$ cat src/rtl/pkd_pkg.sv
// Shared types and constants for the public-key decryption datapath.
package pkd_pkg;

   localparam int DEF_WIDTH = 8;

   typedef enum logic [2:0] {
      IDLE,
      CHECK,
      DIV,
      UPDATE,
      FINAL
   } mod_inv_state_t;

   // Bezout coefficient; one extra bit so that |t| <= phi stays representable.
   typedef logic signed [DEF_WIDTH:0] coef_t;

endpackage

$ cat src/rtl/mod_inverse_div.sv
// Restoring divider, one quotient bit per cycle (MSB first), WIDTH cycles per divide.
// The first step is taken on the edge that samples go; ready is high once quot/rem are final.
module mod_inverse_div
   import pkd_pkg::*;
#(
   parameter int WIDTH = DEF_WIDTH
) (
   input  logic             clk,
   input  logic             rst_n,
   input  logic             go,
   input  logic [WIDTH-1:0] dividend,
   input  logic [WIDTH-1:0] divisor,
   output logic [WIDTH-1:0] quot,
   output logic [WIDTH-1:0] rem,
   output logic             ready
);

   localparam int CW = $clog2(WIDTH + 1);

   logic [WIDTH-1:0] rem_q, rem_d;
   logic [WIDTH-1:0] quot_q, quot_d;
   logic [WIDTH-1:0] divisor_q, divisor_d;
   logic [CW-1:0]    cnt_q, cnt_d;
   logic             ready_q, ready_d;

   logic [WIDTH-1:0] src_rem;
   logic [WIDTH-1:0] src_quot;
   logic [WIDTH-1:0] src_div;
   logic [WIDTH:0]   shifted;
   logic [WIDTH:0]   diff;
   logic [WIDTH-1:0] step_rem;
   logic [WIDTH-1:0] step_quot;

   // A negative trial difference (top bit set) means the divisor did not fit.
   always_comb begin
      src_rem   = go ? '0       : rem_q;
      src_quot  = go ? dividend : quot_q;
      src_div   = go ? divisor  : divisor_q;
      shifted   = {src_rem, src_quot[WIDTH-1]};
      diff      = shifted - {1'b0, src_div};
      step_rem  = diff[WIDTH] ? shifted[WIDTH-1:0] : diff[WIDTH-1:0];
      step_quot = {src_quot[WIDTH-2:0], ~diff[WIDTH]};
   end

   always_comb begin
      rem_d     = rem_q;
      quot_d    = quot_q;
      divisor_d = divisor_q;
      cnt_d     = cnt_q;
      ready_d   = 1'b0;
      if (go) begin
         divisor_d = divisor;
         rem_d     = step_rem;
         quot_d    = step_quot;
         cnt_d     = CW'(WIDTH - 1);
      end else if (cnt_q != '0) begin
         rem_d   = step_rem;
         quot_d  = step_quot;
         cnt_d   = cnt_q - CW'(1);
         ready_d = (cnt_q == CW'(1));
      end
   end

   always_ff @(posedge clk or negedge rst_n) begin
      if (!rst_n) begin
         rem_q     <= '0;
         quot_q    <= '0;
         divisor_q <= '0;
         cnt_q     <= '0;
         ready_q   <= 1'b0;
      end else begin
         rem_q     <= rem_d;
         quot_q    <= quot_d;
         divisor_q <= divisor_d;
         cnt_q     <= cnt_d;
         ready_q   <= ready_d;
      end
   end

   assign quot  = quot_q;
   assign rem   = rem_q;
   assign ready = ready_q;

endmodule

$ cat src/rtl/mod_inverse.sv
// Iterative extended-Euclid modular inverse: d = e^-1 mod phi, or no_inverse.
// Defining MOD_INVERSE_GCD_OUT_EN adds a gcd output carrying the final remainder r0.
module mod_inverse
   import pkd_pkg::*;
#(
   parameter int WIDTH = DEF_WIDTH
) (
   input  logic             clk,
   input  logic             rst_n,
   input  logic             start,
   input  logic [WIDTH-1:0] e,
   input  logic [WIDTH-1:0] phi,
   output logic             busy,
   output logic             done,
   output logic [WIDTH-1:0] d,
   output logic             no_inverse
`ifdef MOD_INVERSE_GCD_OUT_EN
   ,
   output logic [WIDTH-1:0] gcd
`endif
);

   mod_inv_state_t state_q, state_d;

   logic [WIDTH-1:0]  r0_q, r0_d;
   logic [WIDTH-1:0]  r1_q, r1_d;
   logic [WIDTH-1:0]  phi_q, phi_d;
   logic signed [WIDTH:0] t0_q, t0_d;
   logic signed [WIDTH:0] t1_q, t1_d;
   logic [WIDTH-1:0]  d_q, d_d;
   logic              no_inv_q, no_inv_d;
   logic              done_q, done_d;

   logic              div_go;
   logic              div_ready;
   logic [WIDTH-1:0]  div_quot;
   logic [WIDTH-1:0]  div_rem;

   mod_inverse_div #(
      .WIDTH(WIDTH)
   ) u_div (
      .clk     (clk),
      .rst_n   (rst_n),
      .go      (div_go),
      .dividend(r0_q),
      .divisor (r1_q),
      .quot    (div_quot),
      .rem     (div_rem),
      .ready   (div_ready)
   );

   always_ff @(posedge clk or negedge rst_n) begin
      if (!rst_n) begin
         state_q <= IDLE;
      end else begin
         state_q <= state_d;
      end
   end

   always_comb begin
      state_d = state_q;
      case (state_q)
         IDLE:    if (start) state_d = CHECK;
         CHECK:   state_d = (r1_q == '0) ? FINAL : DIV;
         DIV:     if (div_ready) state_d = UPDATE;
         UPDATE:  state_d = CHECK;
         FINAL:   state_d = IDLE;
         default: state_d = IDLE;
      endcase
   end

   // A zero remainder ends the loop before the divider could ever see divisor 0.
   always_comb begin
      busy   = (state_q != IDLE);
      div_go = (state_q == CHECK) && (r1_q != '0);
   end

   always_comb begin
      r0_d     = r0_q;
      r1_d     = r1_q;
      phi_d    = phi_q;
      t0_d     = t0_q;
      t1_d     = t1_q;
      d_d      = d_q;
      no_inv_d = no_inv_q;
      done_d   = 1'b0;
      case (state_q)
         IDLE: begin
            if (start) begin
               r0_d  = phi;
               r1_d  = e;
               phi_d = phi;
               t0_d  = '0;
               t1_d  = {{WIDTH{1'b0}}, 1'b1};
            end
         end
         UPDATE: begin
            r0_d = r1_q;
            r1_d = div_rem;
            t0_d = t1_q;
            // Truncating the wide product is safe: |t| never exceeds phi.
            t1_d = t0_q - (WIDTH+1)'($signed({{WIDTH{t1_q[WIDTH]}}, t1_q})
                                   * $signed({{(WIDTH+1){1'b0}}, div_quot}));
         end
         FINAL: begin
            done_d = 1'b1;
            if ((r0_q == WIDTH'(1)) && (phi_q >= WIDTH'(2))) begin
               no_inv_d = 1'b0;
               d_d      = t0_q[WIDTH] ? WIDTH'(t0_q + $signed({1'b0, phi_q}))
                                      : t0_q[WIDTH-1:0];
            end else begin
               no_inv_d = 1'b1;
               d_d      = '0;
            end
         end
         default: ;
      endcase
   end

   always_ff @(posedge clk or negedge rst_n) begin
      if (!rst_n) begin
         r0_q     <= '0;
         r1_q     <= '0;
         phi_q    <= '0;
         t0_q     <= '0;
         t1_q     <= '0;
         d_q      <= '0;
         no_inv_q <= 1'b0;
         done_q   <= 1'b0;
      end else begin
         r0_q     <= r0_d;
         r1_q     <= r1_d;
         phi_q    <= phi_d;
         t0_q     <= t0_d;
         t1_q     <= t1_d;
         d_q      <= d_d;
         no_inv_q <= no_inv_d;
         done_q   <= done_d;
      end
   end

   assign done       = done_q;
   assign d          = d_q;
   assign no_inverse = no_inv_q;

`ifdef MOD_INVERSE_GCD_OUT_EN
   logic [WIDTH-1:0] gcd_q, gcd_d;

   always_comb begin
      gcd_d = (state_q == FINAL) ? r0_q : gcd_q;
   end

   always_ff @(posedge clk or negedge rst_n) begin
      if (!rst_n) begin
         gcd_q <= '0;
      end else begin
         gcd_q <= gcd_d;
      end
   end

   assign gcd = gcd_q;
`endif

endmodule

$ cat config.mk
export PLATFORM = sky130hd
export DESIGN_NAME = mod_inverse
export DESIGN_NICKNAME = d
export VERILOG_FILES = /design/src/rtl/pkd_pkg.sv /design/src/rtl/mod_inverse_div.sv /design/src/rtl/mod_inverse.sv
export SDC_FILE = /design/constraint.sdc
export NUM_CORES = 1
export LEC_CHECK = 0
export CORE_UTILIZATION = 40
export CTS_BUF_LIST = sky130_fd_sc_hd__clkbuf_4 sky130_fd_sc_hd__clkbuf_8
export CTS_CLUSTER_SIZE = 8
export DETAILED_ROUTE_END_ITERATION = 10
export RECOVER_POWER = 50
export SLEW_MARGIN = 20
export SYNTH_ARGS = -nofsm -noshare
export SYNTH_HDL_FRONTEND = slang
export SYNTH_SLANG_ARGS = --single-unit
$ cat constraint.sdc
create_clock -name clk -period 7.8 [get_ports clk]
set_input_delay 1.56 -clock clk [delete_from_list [all_inputs] [get_ports clk]]
set_output_delay 1.56 -clock clk [all_outputs]
set_load 0.01 [all_outputs]
==> results of run 1 <==
[placed cells by master (no fill, tap or decap), types with 5 or more instances in the layout]
| cell | netlist | final |
|---|---|---|
| dfrtp_1 | 84 | 84 |
| nand2_1 | 81 | 81 |
| inv_1 | 57 | 57 |
| ha_1 | 44 | 44 |
| and2_1 | 42 | 42 |
| o21ai_0 | 30 | 30 |
| fa_1 | 27 | 27 |
| clkdlybuf4s50_1 | 0 | 27 |
| xnor2_1 | 26 | 26 |
| mux2i_1 | 22 | 22 |
| nor2_1 | 21 | 21 |
| a21oi_1 | 14 | 14 |
| a22o_1 | 11 | 11 |
| xor2_1 | 10 | 10 |
| a22oi_1 | 10 | 10 |
| clkbuf_8 | 0 | 10 |
| a31oi_1 | 9 | 9 |
| mux2_2 | 9 | 9 |
| nor3_1 | 7 | 7 |
| and3_1 | 7 | 7 |
| nand2b_1 | 6 | 6 |
| a21o_1 | 6 | 6 |
| nand3_1 | 5 | 5 |
[per-layer routing]
layer	GRT usage, %	part of all wire (%)	vias up
met5	0	0	-
met4	6.78	2.6	0
met3	4.21	3.1	24
met2	34.0	48	88
met1	25.7	46	2155
li1	-	-	2119
[worst min path at each step]
stage,to,slack (ps)
floorplan,u_div.divisor_q[0]$_DFF_PN0_,450
global placement,d[4]$_DFFE_PN0P_,470
detailed placement,u_div.divisor_q[2]$_DFF_PN0_,480
CTS,d[2]$_DFFE_PN0P_,500
global route,no_inverse$_DFFE_PN0P_,520
finish,d[0]$_DFFE_PN0P_,490
[worst min-delay path, stage by stage (launching register included)]
cell and delay (ps):
dfrtp_1 350, nand2_1 40, o21ai_0 60
[area by class of cell]
type                       instances  area (um2)  share of cell area, %
inverter                          57         214                   3.24
clock inverter                     6        78.8                   1.19
multi-input combinational        448        3520                   53.3
sequential                        84        2100                   31.8
clock buffer                      10         138                   2.09
tap                              184         230                   3.49
timing repair buffer              34         318                   4.82
[registers in the layout (all words and copies together), names as in the netlist]
register,count
t1_q,9
t0_q,9
u_div.divisor_q,8
no_inverse,1
phi_q,8
u_div.rem,8
u_div.cnt_q,4
r1_q,8
d,8
done,1
u_div.quot,8
u_div.ready,1
state_q,3
r0_q,8
[stage by stage]
| step | setup slack (ps) | utilization, % | hold slack (ps) | instance area [um2] |
|---|---|---|---|---|
| after global routing | 2870 | 45.6 | 524 | 6600 |
| after CTS | 3390 | 45.7 | 499 | 6610 |
| after global placement | 3510 | 44.2 | 465 | 6400 |
| after detailed placement | 3410 | 44.2 | 476 | 6400 |
| final | 3190 | 45.6 | 488 | 6600 |
| after floorplan | 3580 | - | 446 | 5940 |
[logic make-up after synthesis]
kind of cell / Yosys count / synth area share (%)
mux: 31 / 5.42
buf+inv: 80 / 5.29
flops: 84 / 35.4
compound gates: 114 / 13.5
fa+ha+maj: 71 / 18.4
xor+xnor: 36 / 5.31
simple gates: 196 / 16.7
==> out/results.ini, run 1 <==
[placed_design]
placed_cells=807
port_buffers=29
dp_hpwl_um=10500
place_congestion=0.877

[grt]
overflow=0
antenna_found_initial=0
track_usage_pct=20.2
grt_pass1_vias=4518
grt_max_degree=74
grt_first_pass_wirelength_um=23200

[timing]
fin_crit_sh_pct=59.1
final-max-slew-violation-count=0
slew-limit-headroom_pct=20.7
period_minus_slack_ps=4610
setup_viol=0
worst_pin_slew_ps=1190
clock.fmax_mhz=217
final.setup.tns_ps=0
skew_ps=11.7
finalHoldViolCount=0
rsz0062_at_grt=no

[floorplanning]
die_h_um=124
die_area_mm2=0.0153
io_pins=30
rows=44
core_region_area_mm2=0.0145
initial_utilization_pct=41.0
die_w_um=124

[finish]
diodes=0
fin_nets=724
stdcell_count=823
syn_to_final_growth_pct=11.2
drive_gt1_share_pct=6.42
fillers=1392

[yosys]
ys_top_cells_by_count=dfrtp_1 (84), nand2_1 (81), inv_1 (57)
async_flop_share_pct=100
synth.distinct_cells=57
synth-seq-cells=84
yosysMostFrequentCell=dfrtp_1
synth_ff_type=dfrtp_1
synth_edf_count=0
yosysTopAreaCell=dfrtp_1
synth.net_count=702
yosys.area.top_type_share_pct=35.4
synth_area_mm2=0.00594
ys_warn_count=0
syn_inst=612
synthTopCellsByArea=dfrtp_1 (35%), ha_1 (9.3%), fa_1 (9.1%)
avgSynthCellArea_um2=9.70
ys_seq_area_share_pct=35.4

[setup_path]
cp.buffers_inverters=0
critical_path_class=reg2reg
slowest_delay_ps=990
end_kind=flop
endpoint=u_div.rem[4]$_DFFE_PN0P_
slowest_stage=a21bo_1
worst_ep_arrival_time_ps=4920
reg2reg_depth=11
cp_max_fo=40
worstReg2RegEnd=u_div.rem[4]$_DFFE_PN0P_
crit_family=compound AO/OA/AOI/OAI gates
r2r-start=r1_q[5]$_DFFE_PN0P_
reg2reg_slack_ps=3190
crit_required_ps=8110
crit_cells=11
cp-start-kind=flop
path_cells=nor4_1 > a21bo_1 > nand2_1 > fa_1 > nor2b_1 > o31ai_4 > a21oi_2 > a21oi_4 > xnor2_1 > nor3_1 > a221o_1
cp-startpoint=r1_q[5]$_DFFE_PN0P_

[detailed_routing]
vias=4386
wirelength_um=14100
avgRoutedWirePerCell_um=17.1
ant_nets=0
firstDrtPassIters=4
first_iter_violations=234
drc=0
post_drt_via_cell_ratio=5.33

[hold_path]
whs_path_depth=2
worstHoldStart=d[0]$_DFFE_PN0P_
holdCritPathClass=reg2reg

[clocking]
clk_latency_ps=370
clkTransAtPathRegs_ps=100
numCtsBuffers=9
ctsResizeCount=0
cts-htree-levels=3
cts_sinks=84
cts_hold_buf=0
clk_path_buf_depth=2
root_buffer=clkbuf_8
post_cts_buffers=0
cts_tree=built

[run]
drv_cap=0

[status]
status=finished, final reports clean

Power of run 1 is not shown: default switching activity piles up to over one toggle a cycle in this logic, so the estimate is an artifact.
==> inputs of run 2 (changes only) <==
==> constraint.sdc (replaced) <==
create_clock -name clk -period 4.6 [get_ports clk]
set_input_delay 0.92 -clock clk [delete_from_list [all_inputs] [get_ports clk]]
set_output_delay 0.92 -clock clk [all_outputs]
set_load 0.01 [all_outputs]
==> out/results.ini, run 2 (synthesized netlist as in run 1, its figures left out) <==
[status]
status=finished with violations
violations=capacitance limit, slew limit

[timing]
clock.fmax_mhz=230
fin_crit_sh_pct=94.7
rsz0062_at_grt=no
finalHoldViolCount=0
fin_ws_ps=245
period_minus_slack_ps=4350
final.setup.tns_ps=0
worst_pin_slew_ps=3020
skew_ps=9.55
final-max-slew-violation-count=57
slew-limit-headroom_pct=-101
setup_viol=0

[floorplanning]
die_h_um=124
rows=44
core_region_area_mm2=0.0145
initial_utilization_pct=41.0
io_pins=30
die_w_um=124
die_area_mm2=0.0153

[grt]
grt_max_degree=57
overflow=0
track_usage_pct=20.1
grt_pass1_vias=4480
grt_first_pass_wirelength_um=23200
antenna_found_initial=0

[setup_path]
crit_required_ps=4840
end_kind=flop
crit_path_frequent_cell=fa_1
critical_path_class=reg2reg
crit_family=adder cells
cp_max_fo=9
cp.buffers_inverters=3
slowest_stage=fa_1
worst_ep_arrival_time_ps=4590
path_cells=and2_1 > fa_1 > ha_1 > fa_1 > inv_1 > fa_1 > inv_1 > fa_1 > inv_1 > ha_1 > nand3_1 > o2111ai_1 > a21o_1 > a21oi_1 > xnor2_1 > o21ai_0
slowest_delay_ps=530
cp-start-kind=flop

[clocking]
clk_latency_ps=360
cts_sinks=84
cts_tree=built
cts-htree-levels=3
clkTransAtPathRegs_ps=90
numCtsBuffers=9
root_buffer=clkbuf_8
clk_path_buf_depth=2

[detailed_routing]
drc=0
ant_nets=0
first_iter_violations=193
avgRoutedWirePerCell_um=16.8
post_drt_via_cell_ratio=5.31
firstDrtPassIters=4
vias=4406
wirelength_um=13900

[finish]
syn_to_final_growth_pct=12.0
final_cell_mix=dfrtp_1 (83), nand2_1 (81), inv_1 (57)
top_regs=t0_q (9), t1_q (9)
stdcell_count=830
fillers=1392
drive_gt1_share_pct=7.89
diodes=0
fin_nets=731
final_util_pct=45.9
mostFrequentLayoutCell=dfrtp_1

[hold_path]
holdCritPathClass=reg2reg

[placed_design]
place_congestion=0.843
place_worst_setup_slack_ps=220
dp_hpwl_um=10400
placed_cells=814
port_buffers=29

[run]
drv_cap=1

## run 2: worst paths after layout
kind	startpoint	end	slack, ps	depth (start not counted)
worst max-delay path	u_div.quot[2]$_DFFE_PN0P_	t1_q[8]$_DFFE_PN0P_	250	16
worst min-delay path	d[2]$_DFFE_PN0P_	d[2]$_DFFE_PN0P_	490	2
worst max register to register	u_div.quot[2]$_DFFE_PN0P_	t1_q[8]$_DFFE_PN0P_	250	16
worst min register to register	d[2]$_DFFE_PN0P_	d[2]$_DFFE_PN0P_	490	2
max in group asynchronous	rst_n	t1_q[2]$_DFFE_PN0P_	1010	2
min in group asynchronous	rst_n	u_div.divisor_q[7]$_DFF_PN0_	1540	1
## run 2: what timing repair did
action                                  CTS  global route
buffers inserted                          0             0
resized for setup                         0             1
endpoints found under the setup margin    0             1
hold buffers                              0             0
## run 2: metal layers
| metal | global-route usage, % | vias up | part of all wire, % |
|---|---|---|---|
| li1 | - | 2141 | - |
| met5 | 0 | - | 0 |
| met4 | 6.17 | 0 | 1.9 |
| met2 | 33.8 | 70 | 48 |
| met1 | 26.7 | 2180 | 47 |
| met3 | 2.88 | 15 | 3.1 |
## run 2: metrics by stage
stage	hold WS (ps)	area, um2
6_report	487	6650
2_1_floorplan	446	5940
3_3_place_gp	465	6450
5_1_grt	510	6650
3_5_place_dp	475	6450
4_1_cts	494	6660
## run 2: area by class of cell
type	count	area (um2)	share of cell area, %
timing repair buffer	41	372	5.59
multi-input combinational	448	3530	53.0
clock buffer	11	145	2.18
inverter	57	214	3.22
clock inverter	5	60.1	0.903
sequential	84	2100	31.6
tap	184	230	3.46
## run 2: tightest hold or removal path: stages (launching register included)
cell and delay (ps):
dfrtp_1 350, nand2_1 50, o21ai_0 60
Power of run 2 is left out for the same reason.
